### src/rtl/jtag_ir_dr_datapath.sv
// rtl/jtag_ir_dr_datapath.sv - JTAG IR plus BYPASS/IDCODE/USER data register datapath
module jtag_ir_dr_datapath #(
  parameter int                      IR_WIDTH     = 4,
  parameter int                      USER_WIDTH   = 8,
  parameter logic [31:0]             IDCODE_VAL   = 32'h1000_0001,
  parameter logic [IR_WIDTH-1:0]     INSTR_IDCODE = 4'b0001,
  parameter logic [IR_WIDTH-1:0]     INSTR_USER   = 4'b0010
) (
  input  logic                  clk,
  input  logic                  TRST,
  input  logic [3:0]            tap_state,
  input  logic                  TDI,
  output logic                  TDO,
  output logic                  TDO_en,
  output logic [IR_WIDTH-1:0]   ir_out,
  input  logic [USER_WIDTH-1:0] user_dr_in,
  output logic [USER_WIDTH-1:0] user_dr_out,
  output logic                  update_pulse
);

  typedef enum logic [3:0] {
    TEST_LOGIC_RESET = 4'd0,  RUN_TEST_IDLE = 4'd1,  SELECT_DR = 4'd2,  CAPTURE_DR = 4'd3,
    SHIFT_DR         = 4'd4,  EXIT1_DR      = 4'd5,  PAUSE_DR  = 4'd6,  EXIT2_DR   = 4'd7,
    UPDATE_DR        = 4'd8,  SELECT_IR     = 4'd9,  CAPTURE_IR = 4'd10, SHIFT_IR  = 4'd11,
    EXIT1_IR         = 4'd12, PAUSE_IR      = 4'd13, EXIT2_IR  = 4'd14, UPDATE_IR  = 4'd15
  } tap_state_e;

  tap_state_e            w_state;
  logic                  w_sel_idcode;
  logic                  w_sel_user;
  logic [IR_WIDTH-1:0]   r_ir_shift;
  logic [IR_WIDTH-1:0]   r_ir_out;
  logic                  r_bypass;
  logic [31:0]           r_idcode_sr;
  logic [USER_WIDTH-1:0] r_user_sr;
  logic [USER_WIDTH-1:0] r_user_dr_out;
  logic                  r_update_pulse;

  assign w_state      = tap_state_e'(tap_state);
  assign w_sel_idcode = (r_ir_out == INSTR_IDCODE);
  assign w_sel_user   = (r_ir_out == INSTR_USER);

  always_ff @(posedge clk) begin
    r_update_pulse <= 1'b0;
    if (TRST || w_state == TEST_LOGIC_RESET) begin
      r_ir_out    <= INSTR_IDCODE;
      r_ir_shift  <= '0;
      r_bypass    <= 1'b0;
      r_idcode_sr <= '0;
      r_user_sr   <= '0;
      // Test-Logic-Reset without TRST keeps the last value handed to core logic
      if (TRST) r_user_dr_out <= '0;
    end else begin
      case (w_state)
        CAPTURE_IR: r_ir_shift <= IR_WIDTH'(2'b01);
        SHIFT_IR:   r_ir_shift <= {TDI, r_ir_shift[IR_WIDTH-1:1]};
        UPDATE_IR:  r_ir_out   <= r_ir_shift;
        CAPTURE_DR: begin
          if (w_sel_idcode)    r_idcode_sr <= IDCODE_VAL;
          else if (w_sel_user) r_user_sr   <= user_dr_in;
          else                 r_bypass    <= 1'b0;
        end
        SHIFT_DR: begin
          // shift-and-or form keeps USER_WIDTH=1 legal
          if (w_sel_idcode)    r_idcode_sr <= {TDI, r_idcode_sr[31:1]};
          else if (w_sel_user) r_user_sr   <= (r_user_sr >> 1) | (USER_WIDTH'(TDI) << (USER_WIDTH-1));
          else                 r_bypass    <= TDI;
        end
        UPDATE_DR: begin
          if (w_sel_user) begin
            r_user_dr_out  <= r_user_sr;
            r_update_pulse <= 1'b1;
          end
        end
        default: ;
      endcase
    end
  end

  always_comb begin
    TDO    = 1'b0;
    TDO_en = 1'b0;
    case (w_state)
      SHIFT_IR: begin
        TDO    = r_ir_shift[0];
        TDO_en = 1'b1;
      end
      SHIFT_DR: begin
        TDO_en = 1'b1;
        if (w_sel_idcode)    TDO = r_idcode_sr[0];
        else if (w_sel_user) TDO = r_user_sr[0];
        else                 TDO = r_bypass;
      end
      default: ;
    endcase
  end

  assign ir_out       = r_ir_out;
  assign user_dr_out  = r_user_dr_out;
  assign update_pulse = r_update_pulse;

endmodule

### config.mk
export PLATFORM = sky130hd
export DESIGN_NAME = jtag_ir_dr_datapath
export DESIGN_NICKNAME = d
export VERILOG_FILES = /design/src/rtl/jtag_ir_dr_datapath.sv
export SDC_FILE = /design/constraint.sdc
export NUM_CORES = 1
export LEC_CHECK = 0
export ABC_CLOCK_PERIOD_IN_PS = 2420
export BUFFER_PORTS_ARGS = -buffer_cell sky130_fd_sc_hd__buf_2
export CORE_MARGIN = 5
export CORE_UTILIZATION = 54
export CTS_CLUSTER_SIZE = 40
export DETAILED_ROUTE_END_ITERATION = 12
export PLACE_DENSITY_LB_ADDON = 0.25
export SYNTH_ARGS = -nofsm -noshare
export SYNTH_HDL_FRONTEND = slang
export SYNTH_SLANG_ARGS = --single-unit
### constraint.sdc
create_clock -name clk -period 2.42 [get_ports clk]
set_clock_uncertainty 0.15 [all_clocks]
set_input_delay 0.484 -clock clk [delete_from_list [all_inputs] [get_ports clk]]
set_output_delay 0.484 -clock clk [all_outputs]
set_load 0.01 [all_outputs]
==> flow_summary.yaml, run 1 <==
drt:
  detailedRoute.firstPassIterationCount: 4
  highest-signal-layer: "met4"
  detailroute.via_count: 1715
  met3_length_um: 163
  drt-total-wl_um: 4280
  detail_route.iter0.violations: 139
  drc: 0
  postRouteAntennaNets: 0
  avgRoutedWirePerCell_um: 13.8
  wl_met2_um: 2040
  via_per_inst: 5.51
  m1WireLength_um: 2010
run_status:
  status: "complete, no violations"
global_route:
  first_global_vias: 1580
  gr-total-overflow: 0
  grt_antenna_before_repair: 0
  grt_pass1_wl_um: 7370
  grt_start_max_net_pins: 43
  globalRouteTotalUtil: 0.156
yosys:
  synthesis.yosys.warnings: 0
  synth_edf_count: 8
  post_synth_num_cell_types: 37
  synth-seq-cells: 58
  synth_flop_cell: "sky130_fd_sc_hd__dfxtp_1"
  average_footprint_of_a_synthesized_cell_um2: 10.3
  synthCells: 228
  synth_sequential_area_ratio: 0.527
  synth_area_mm2: 0.00235
  synth_nets: 243
  postSynth.asyncResetShare: 0
setup_path:
  critical_path_arrival_ps: 1730
  crit_type: "register to primary output"
  critical_path_required_time_ps: 1790
  critPathLaunchType: "register"
  critPathMaxFanout: 8
  critical_path.endpoint_type: "primary output"
cts:
  cts_buffer_depth: 2
  numClockSinks: 58
  cts.repair_timing.setup_buffer_count: 0
  cts-hold-fix-buffers: 0
  tritoncts: "done"
  worstSkewPairLatency_ps: 330
  clock_tree.htree_level_count: 3
  cts_root_buf: "sky130_fd_sc_hd__clkbuf_8"
  tritoncts.num_buffers: 9
  clkTransAtPathRegs_ps: 60
placement:
  placement.io_buffers: 29
  place.detailed.hpwl_um: 2720
  gp_routability_congestion: 0.747
pwr:
  clock_power_share: 0.424
  switching_share: 0.219
  totalPowerFinal_mw: 1.89
  power.share.combinational: 0.052
  total_leakage_power_nw: 1.03
  pwr_density_cell_mw_per_mm2: 714
  ir_drop_mv: 0.415
  seq_power_share: 0.524
  power.switching_uw: 414
  internal-power_mw: 1.47
die:
  die_h_um: 76.0
  core_mm2: 0.00429
  floorplan.io_pins: 30
  row_count: 24
  fp.dieArea_mm2: 0.00578
  initial_core_util: 0.548
  die_w_um: 76.0
final_layout:
  fillers: 374
  multiInputGateArea_um2: 956
  final_layout_size_suffix_gt1_frac: 0.216
  flow.area_growth_from_synthesis_pct: 12.2
  finalNetCount: 269
  ff_latch_area_mm2: 0.00124
  antenna_diode_instance_count: 0
sta:
  slew_viol_final: 0
  fin_crit_ps: 2370
  final.hold.worst_slack_ps: 306
  max_slew.worst_pin.slew_ps: 1190
  highest_clock_rate_mhz: 422
  final-hold-violation-count: 0
  final_min_period_over_clock_period: 0.979
  max_slew_margin: 0.204
  setup_viol: 0
worst_hold_path:
  hold_path_class: "register to register"
flow_run:
  max_cap_viol_count: 0
## layer usage
layer,vias to the layer above,GRT usage
met4,0,0.0907
met5,-,0
met2,28,0.224
met1,800,0.205
li1,881,-
met3,6,0.0461
## final timing paths
kind         cells after the start               to           from  slack, ps
max                              4              TDO      ir_out[3]         50
min                              2    r_ir_shift[1]  r_ir_shift[1]        310
max reg2reg                      4  r_idcode_sr[22]      ir_out[3]        460
min reg2reg                      2    r_ir_shift[1]  r_ir_shift[1]        310
## flip-flops by register name (all words and copies together), names as in the netlist
register / cells
r_user_sr: 8
r_bypass: 1
r_idcode_sr: 32
r_ir_shift: 4
update_pulse: 1
user_dr_out: 8
ir_out: 4
## critical path, stage by stage, from the launching register on
cell	delay, ps
sky130_fd_sc_hd__dfxtp_2	360
sky130_fd_sc_hd__or4b_4	590
sky130_fd_sc_hd__o221ai_1	210
sky130_fd_sc_hd__o21ai_0	100
sky130_fd_sc_hd__buf_2	150
## synthesized netlist by cell type, types with 2 or more instances
cell	count	area (um^2)
sky130_fd_sc_hd__a211oi_1	9	67.6
sky130_fd_sc_hd__a21oi_1	7	35.0
sky130_fd_sc_hd__a221oi_1	2	17.5
sky130_fd_sc_hd__a22oi_1	29	218
sky130_fd_sc_hd__and2_1	9	56.3
sky130_fd_sc_hd__buf_2	2	10.0
sky130_fd_sc_hd__buf_4	4	30.0
sky130_fd_sc_hd__buf_6	2	22.5
sky130_fd_sc_hd__buf_8	4	60.1
sky130_fd_sc_hd__clkbuf_1	3	11.3
sky130_fd_sc_hd__dfxtp_1	50	1000
sky130_fd_sc_hd__edfxtp_1	8	240
sky130_fd_sc_hd__inv_1	5	18.8
sky130_fd_sc_hd__mux2i_1	11	110
sky130_fd_sc_hd__nand2_1	5	18.8
sky130_fd_sc_hd__nand3_1	4	20.0
sky130_fd_sc_hd__nand4_1	2	12.5
sky130_fd_sc_hd__nor2_1	49	184
sky130_fd_sc_hd__nor3_1	2	10.0
sky130_fd_sc_hd__nor4b_1	2	17.5
sky130_fd_sc_hd__o21ai_0	2	10.0
sky130_fd_sc_hd__or4b_4	2	27.5
## metrics by stage
| stage | utilization | setup WS (ps) | area, um^2 | instances | setup TNS, ps |
|---|---|---|---|---|---|
| floorplan | - | 238 | 2350 | 228 | 0 |
| detailed placement | 0.571 | -29.3 | 2450 | 295 | -427 |
| CTS | 0.614 | 3.90 | 2640 | 311 | 0 |
| global route | 0.615 | -2.19 | 2640 | 311 | -2.19 |
| finish | 0.615 | 52.0 | 2640 | 311 | 0 |
| global placement | 0.571 | 5.50 | 2450 | 295 | 0 |
## cells by family after synthesis
kind of cell | Yosys count | share of synthesized area
compound gates | 56 | 0.176
xor+xnor | 1 | 0.00372
buf+inv | 21 | 0.0665
flops | 58 | 0.527
mux | 11 | 0.0468
simple gates | 81 | 0.180
## power groups by stage
stage / Combinational, mW / Sequential (mW) / Clock (mW)
finish: 0.0976 / 0.988 / 0.799
global route: 0.108 / 0.989 / 0.867
CTS: 0.0988 / 0.988 / 0.820
detailed placement: 0.0983 / 1.01 / 0
global placement: 0.0986 / 1.01 / 0
floorplan: 0.0694 / 1.01 / 0
## cells in the final DEF, fill, tap and decap left out, types with 5 or more instances in the layout
| master | synthesis | final |
|---|---|---|
| sky130_fd_sc_hd__buf_2 | 2 | 29 |
| sky130_fd_sc_hd__clkbuf_8 | 0 | 12 |
| sky130_fd_sc_hd__a211oi_1 | 9 | 9 |
| sky130_fd_sc_hd__dfxtp_1 | 50 | 47 |
| sky130_fd_sc_hd__and2_1 | 9 | 9 |
| sky130_fd_sc_hd__inv_1 | 5 | 5 |
| sky130_fd_sc_hd__a22oi_1 | 29 | 29 |
| sky130_fd_sc_hd__nor2_1 | 49 | 49 |
| sky130_fd_sc_hd__mux2i_1 | 11 | 11 |
| sky130_fd_sc_hd__nand2_1 | 5 | 5 |
| sky130_fd_sc_hd__edfxtp_1 | 8 | 8 |
| sky130_fd_sc_hd__a21oi_1 | 7 | 7 |
## cell type report
class	instances	share of cell area
Inverter	5	0.00711
Clock inverter	2	0.00379
Sequential cell	58	0.472
Clock buffer	14	0.0654
Timing Repair Buffer	31	0.0654
Tap cell	52	0.0246
Multi-Input combinational cell	149	0.362
## what timing repair did
item	CTS	global route
pin swaps	0	0
endpoints found under the setup margin	1	1
resized for setup	1	2
Note: power is estimated with default switching activity, not from simulation.
==> run 2: changes to the inputs <==
PLACE_DENSITY = 0.85   (was unset)
PLACE_DENSITY_LB_ADDON = unset   (was 0.25)
==> run 2 against run 1 <==
  * Fmax rose by 0.22%
  * Sequential share of layout area fell by 0.72 points
  * Register-to-register slack got worse by 30 ps
  * Highest routed layer unchanged
  * Global-route usage rose by 0.58 points
  * Clock-buffer cell count shrank 1
  * Sequential power barely moved
  * Design area grew 1.7%
  * Sequential cell count unchanged
  * Core utilization is 1.0 points higher
  * Non-clock buffer count unchanged
  * Largest cell class unchanged
==> flow_summary.yaml, run 2 (synthesis results as in run 1) <==
placement:
  pre_cts_slack_ps: -55.3
  placement.io_buffers: 29
  gp_routability_congestion: 0.812
  place.detailed.hpwl_um: 2830
setup_path:
  worst_path_max_delay_cell: "sky130_fd_sc_hd__or4b_4"
  critical-path-max-stage-delay_ps: 600
  crit_type: "register to primary output"
  critPathMaxFanout: 8
  critical_path.endpoint_type: "primary output"
  critPathLaunchType: "register"
  critical_path_required_time_ps: 1790
  worstPathCellList: "or4b_4, o221ai_2, o21ai_0, buf_2"
  critPathTopFamily: "simple AND/OR/NAND/NOR gates"
  cp.buffers_inverters: 1
  critical_path_arrival_ps: 1730
sta:
  unrepaired_setup_endpoints_after_global_routing: "no"
  fin_crit_ps: 2360
  slew_viol_final: 0
  highest_clock_rate_mhz: 423
  setup_viol: 0
  final_min_period_over_clock_period: 0.976
  max_slew.worst_pin.slew_ps: 1210
  final.hold.worst_slack_ps: 317
  setup_ws_ps: 57.1
  max_slew_margin: 0.192
  final-hold-violation-count: 0
final_layout:
  fillers: 353
  top_register: "r_idcode_sr"
  final_cell_mix: "sky130_fd_sc_hd__nor2_1, sky130_fd_sc_hd__dfxtp_1, sky130_fd_sc_hd__a22oi_1, sky130_fd_sc_hd__buf_2"
  final_layout_size_suffix_gt1_frac: 0.221
  flow.area_growth_from_synthesis_pct: 14.0
  finalNetCount: 269
  mostFrequentLayoutCell: "sky130_fd_sc_hd__nor2_1"
  antenna_diode_instance_count: 0
  max_reg_flops: 32
  layout.core_utilization: 0.625
die:
  initial_core_util: 0.548
  fp.dieArea_mm2: 0.00578
  die_h_um: 76.0
  row_count: 24
  floorplan.io_pins: 30
  core_mm2: 0.00429
  die_w_um: 76.0
cts:
  worstSkewPairLatency_ps: 330
  tritoncts: "done"
  clock_tree.htree_level_count: 3
  numClockSinks: 58
  cts.repair_timing.setup_buffer_count: 0
  clkTransAtPathRegs_ps: 60
  cts_buffer_depth: 2
  tritoncts.num_buffers: 9
  cts_root_buf: "sky130_fd_sc_hd__clkbuf_8"
global_route:
  grt_start_max_net_pins: 42
  first_global_vias: 1637
  globalRouteTotalUtil: 0.161
  gr-total-overflow: 0
  grt_pass1_wl_um: 7640
  grt_antenna_before_repair: 0
drt:
  detailroute.via_count: 1752
  postRouteAntennaNets: 0
  via_per_inst: 5.65
  detailedRoute.firstPassIterationCount: 5
  drt-total-wl_um: 4470
  drc: 0
  detail_route.iter0.violations: 73
  avgRoutedWirePerCell_um: 14.4
pwr:
  total_leakage_power_nw: 1.05
  ir_drop_mv: 0.683
  pwr_density_cell_mw_per_mm2: 769
worst_hold_path:
  hold_path_class: "register to register"
flow_run:
  max_cap_viol_count: 0
run_status:
  status: "complete, no violations"
run 2: cell types whose count changed in the layout (fill, tap and decap cells not counted), sizes merged:
cell    change
clkinv      -2
clkbuf      -1
bufinv      +2
run 2: worst min-delay path, stage by stage (launching register included):
cell and delay (ps):
sky130_fd_sc_hd__dfxtp_1 310, sky130_fd_sc_hd__inv_1 50, sky130_fd_sc_hd__a221oi_1 60
run 2: repair_timing:
action                     4_1_cts  5_1_grt
hold buffers                     0        0
resized for setup                2        3
setup endpoints to repair        1        1
pin swaps                        0        0
run 2: per-layer routing:
metal / part of all wire / up-vias / track usage / routed length, um
met1: 0.45 / 834 / 0.202 / 2030
li1: - / 871 / - / -
met5: 0 / - / 0 / 0
met3: 0.047 / 12 / 0.0615 / 212
met4: 0.022 / 0 / 0.0801 / 97
met2: 0.48 / 35 / 0.241 / 2130
run 2: layout make-up:
type	count	area, um^2	area share
inverters	5	18.8	0.00699
clock buffers	13	159	0.0592
multi-input cells	149	962	0.359
clock inverters	2	60.1	0.0224
flip-flops and latches	58	1250	0.464
well taps	52	65.1	0.0242
repair buffers	31	173	0.0643
run 2: worst paths after layout:
| path | to | startpoint | slack [ps] | cells past startpoint |
|---|---|---|---|---|
| hold / removal | r_idcode_sr[28] | r_idcode_sr[29] | 320 | 2 |
| hold reg to reg | r_idcode_sr[28] | r_idcode_sr[29] | 320 | 2 |
| setup reg to reg | user_dr_out[4] | ir_out[3] | 430 | 3 |
| setup / recovery | TDO | ir_out[3] | 60 | 4 |
run 2: stage by stage:
stage	total power, mW	cell area, um^2	cells	setup TNS (ps)
after floorplan	1.08	2350	228	0
after global placement	1.11	2450	295	0
after detailed placement	1.11	2450	295	-190
after CTS	2.08	2680	310	0
after global routing	2.13	2680	310	0
final	2.06	2680	310	0
run 2: report_power, final:
group          leakage (nW)  internal, mW  switching, mW
clock network         0.110         0.631          0.346
registers             0.487         0.984        0.00481
logic                 0.451        0.0350         0.0642
total                  1.05          1.65          0.415
==> run 3: changes to the inputs <==
REMOVE_ABC_BUFFERS = 1   (was unset)
==> run 3 against run 2 <==
  * Worst hold slack got worse by 3.2 ps
  * Critical path type unchanged
  * Routed wire length grew 1.5%
  * Power shrank 1.6%
  * Non-clock buffer count grew 3
  * Critical path depth did not move
  * Fmax about the same
  * Via count is 1.8% higher
  * First-iteration DRC count up 84%
  * Global-route usage increased by 0.13 points
  * Clock power decreased by 3.7%
  * Die area is the same
==> flow_summary.yaml, run 3 (synthesis results as in run 1) <==
pwr:
  internal-power_mw: 1.59
  clock_power_share: 0.463
  power.share.combinational: 0.051
  pwr_density_cell_mw_per_mm2: 754
  ir_drop_mv: 0.377
  seq_power_share: 0.486
  total_leakage_power_nw: 1.06
  power.switching_uw: 438
  switching_share: 0.216
global_route:
  grt_antenna_before_repair: 0
  gr-total-overflow: 0
  first_global_vias: 1653
  globalRouteTotalUtil: 0.163
  grt_start_max_net_pins: 43
  grt_pass1_wl_um: 7610
sta:
  max_slew.worst_pin.slew_ps: 1160
  max_slew_margin: 0.225
  setup_ws_ps: 58.0
  slew_viol_final: 0
  setup_viol: 0
  unrepaired_setup_endpoints_after_global_routing: "no"
  final-hold-violation-count: 0
  fin_setup_tns_ps: 0
  highest_clock_rate_mhz: 423
  final_min_period_over_clock_period: 0.976
  fin_crit_ps: 2360
placement:
  place.detailed.hpwl_um: 2920
  placement.io_buffers: 29
  gp_routability_congestion: 0.831
  pre_cts_slack_ps: 21.9
cts:
  tritoncts.num_buffers: 9
  cts.repair_timing.setup_buffer_count: 0
  numClockSinks: 58
  clkTransAtPathRegs_ps: 60
  cts_root_buf: "sky130_fd_sc_hd__clkbuf_8"
  tritoncts: "done"
  cts_buffer_depth: 2
  worstSkewPairLatency_ps: 330
  clock_tree.htree_level_count: 3
setup_path:
  crit_type: "register to primary output"
  critPathLaunchType: "register"
  critPathMaxFanout: 8
  critical_path_arrival_ps: 1730
  critical_path.endpoint_type: "primary output"
  critical_path_required_time_ps: 1790
  timing.reg2reg.setup_slack_ps: 410
die:
  die_h_um: 76.0
  fp.dieArea_mm2: 0.00578
  row_count: 24
  initial_core_util: 0.548
  floorplan.io_pins: 30
  core_mm2: 0.00429
  die_w_um: 76.0
drt:
  detailedRoute.firstPassIterationCount: 5
  drt-total-wl_um: 4540
  avgRoutedWirePerCell_um: 14.5
  drc: 0
  postRouteAntennaNets: 0
  detailroute.via_count: 1784
  detail_route.iter0.violations: 134
  via_per_inst: 5.68
final_layout:
  mostFrequentLayoutCell: "sky130_fd_sc_hd__nor2_1"
  top_register: "r_idcode_sr"
  final_layout_size_suffix_gt1_frac: 0.225
  max_reg_flops: 32
  fillers: 359
  layout.core_utilization: 0.627
  flow.area_growth_from_synthesis_pct: 14.5
  finalNetCount: 272
  antenna_diode_instance_count: 0
  final_cell_mix: "sky130_fd_sc_hd__nor2_1, sky130_fd_sc_hd__dfxtp_1, sky130_fd_sc_hd__a22oi_1, sky130_fd_sc_hd__buf_2, sky130_fd_sc_hd__mux2i_1"
flow_run:
  max_cap_viol_count: 0
run_status:
  status: "complete, no violations"
worst_hold_path:
  hold_path_class: "primary input to register"
## run 3: cell types whose count changed in the layout (fill, tap and decap cells not counted)
cell,before,now
sky130_fd_sc_hd__buf_4,1,4
sky130_fd_sc_hd__dfxtp_2,4,2
sky130_fd_sc_hd__clkinvlp_4,0,1
sky130_fd_sc_hd__dfxtp_1,46,48
sky130_fd_sc_hd__clkbuf_8,11,9
sky130_fd_sc_hd__clkinv_1,0,1
sky130_fd_sc_hd__clkbuf_1,2,1
sky130_fd_sc_hd__clkinv_2,0,2
## run 3: worst max-delay path, stage by stage (launching register included)
cell                       delay (ps)
sky130_fd_sc_hd__dfxtp_2          370
sky130_fd_sc_hd__or4b_4           590
sky130_fd_sc_hd__o221ai_2         190
sky130_fd_sc_hd__o21ai_0          100
sky130_fd_sc_hd__buf_2            140
## run 3: final cells by class
cell class	count	area, um^2	area share
multi-input cells	149	962	0.357
clock buffers	10	128	0.0474
repair buffers	34	195	0.0725
flip-flops and latches	58	1240	0.462
well taps	52	65.1	0.0242
clock inverters	6	81.3	0.0302
inverters	5	18.8	0.00697
## run 3: power groups by stage
stage	sequential (mW)	clock (mW)	combinational, mW
after CTS	0.988	0.959	0.103
after global placement	1.01	0	0.100
final	0.987	0.941	0.103
after floorplan	1.01	0	0.0513
after detailed placement	1.01	0	0.102
after global routing	0.988	1.01	0.111
## run 3: metrics by stage
step           cells  area, um^2  power, mW  hold slack, ps
2_1_floorplan    212        2220       1.06             282
3_3_place_gp     298        2480       1.11             289
3_5_place_dp     298        2480       1.11             311
4_1_cts          314        2690       2.05             303
5_1_grt          314        2690       2.11             316
6_report         314        2690       2.03             314
## run 3: worst paths after layout
path / start / to / depth (start not counted)
max: ir_out[3] / TDO / 4
min: TRST / ir_out[0] / 3
max reg2reg: ir_out[1] / r_idcode_sr[16] / 5
min reg2reg: r_idcode_sr[1] / r_idcode_sr[0] / 2
## run 3: what timing repair did
item | 4_1_cts | 5_1_grt
pin swaps | 1 | 0
gates resized for setup | 2 | 1
hold buffers | 0 | 0
setup endpoints to repair | 1 | 1
## run 3: metal layers
metal  track usage  wire (um)  part of all wire
met4        0.0943         81             0.018
met5             0          0                 0
met2         0.250       2250              0.50
met1         0.193       1970              0.43
met3        0.0615        239             0.053
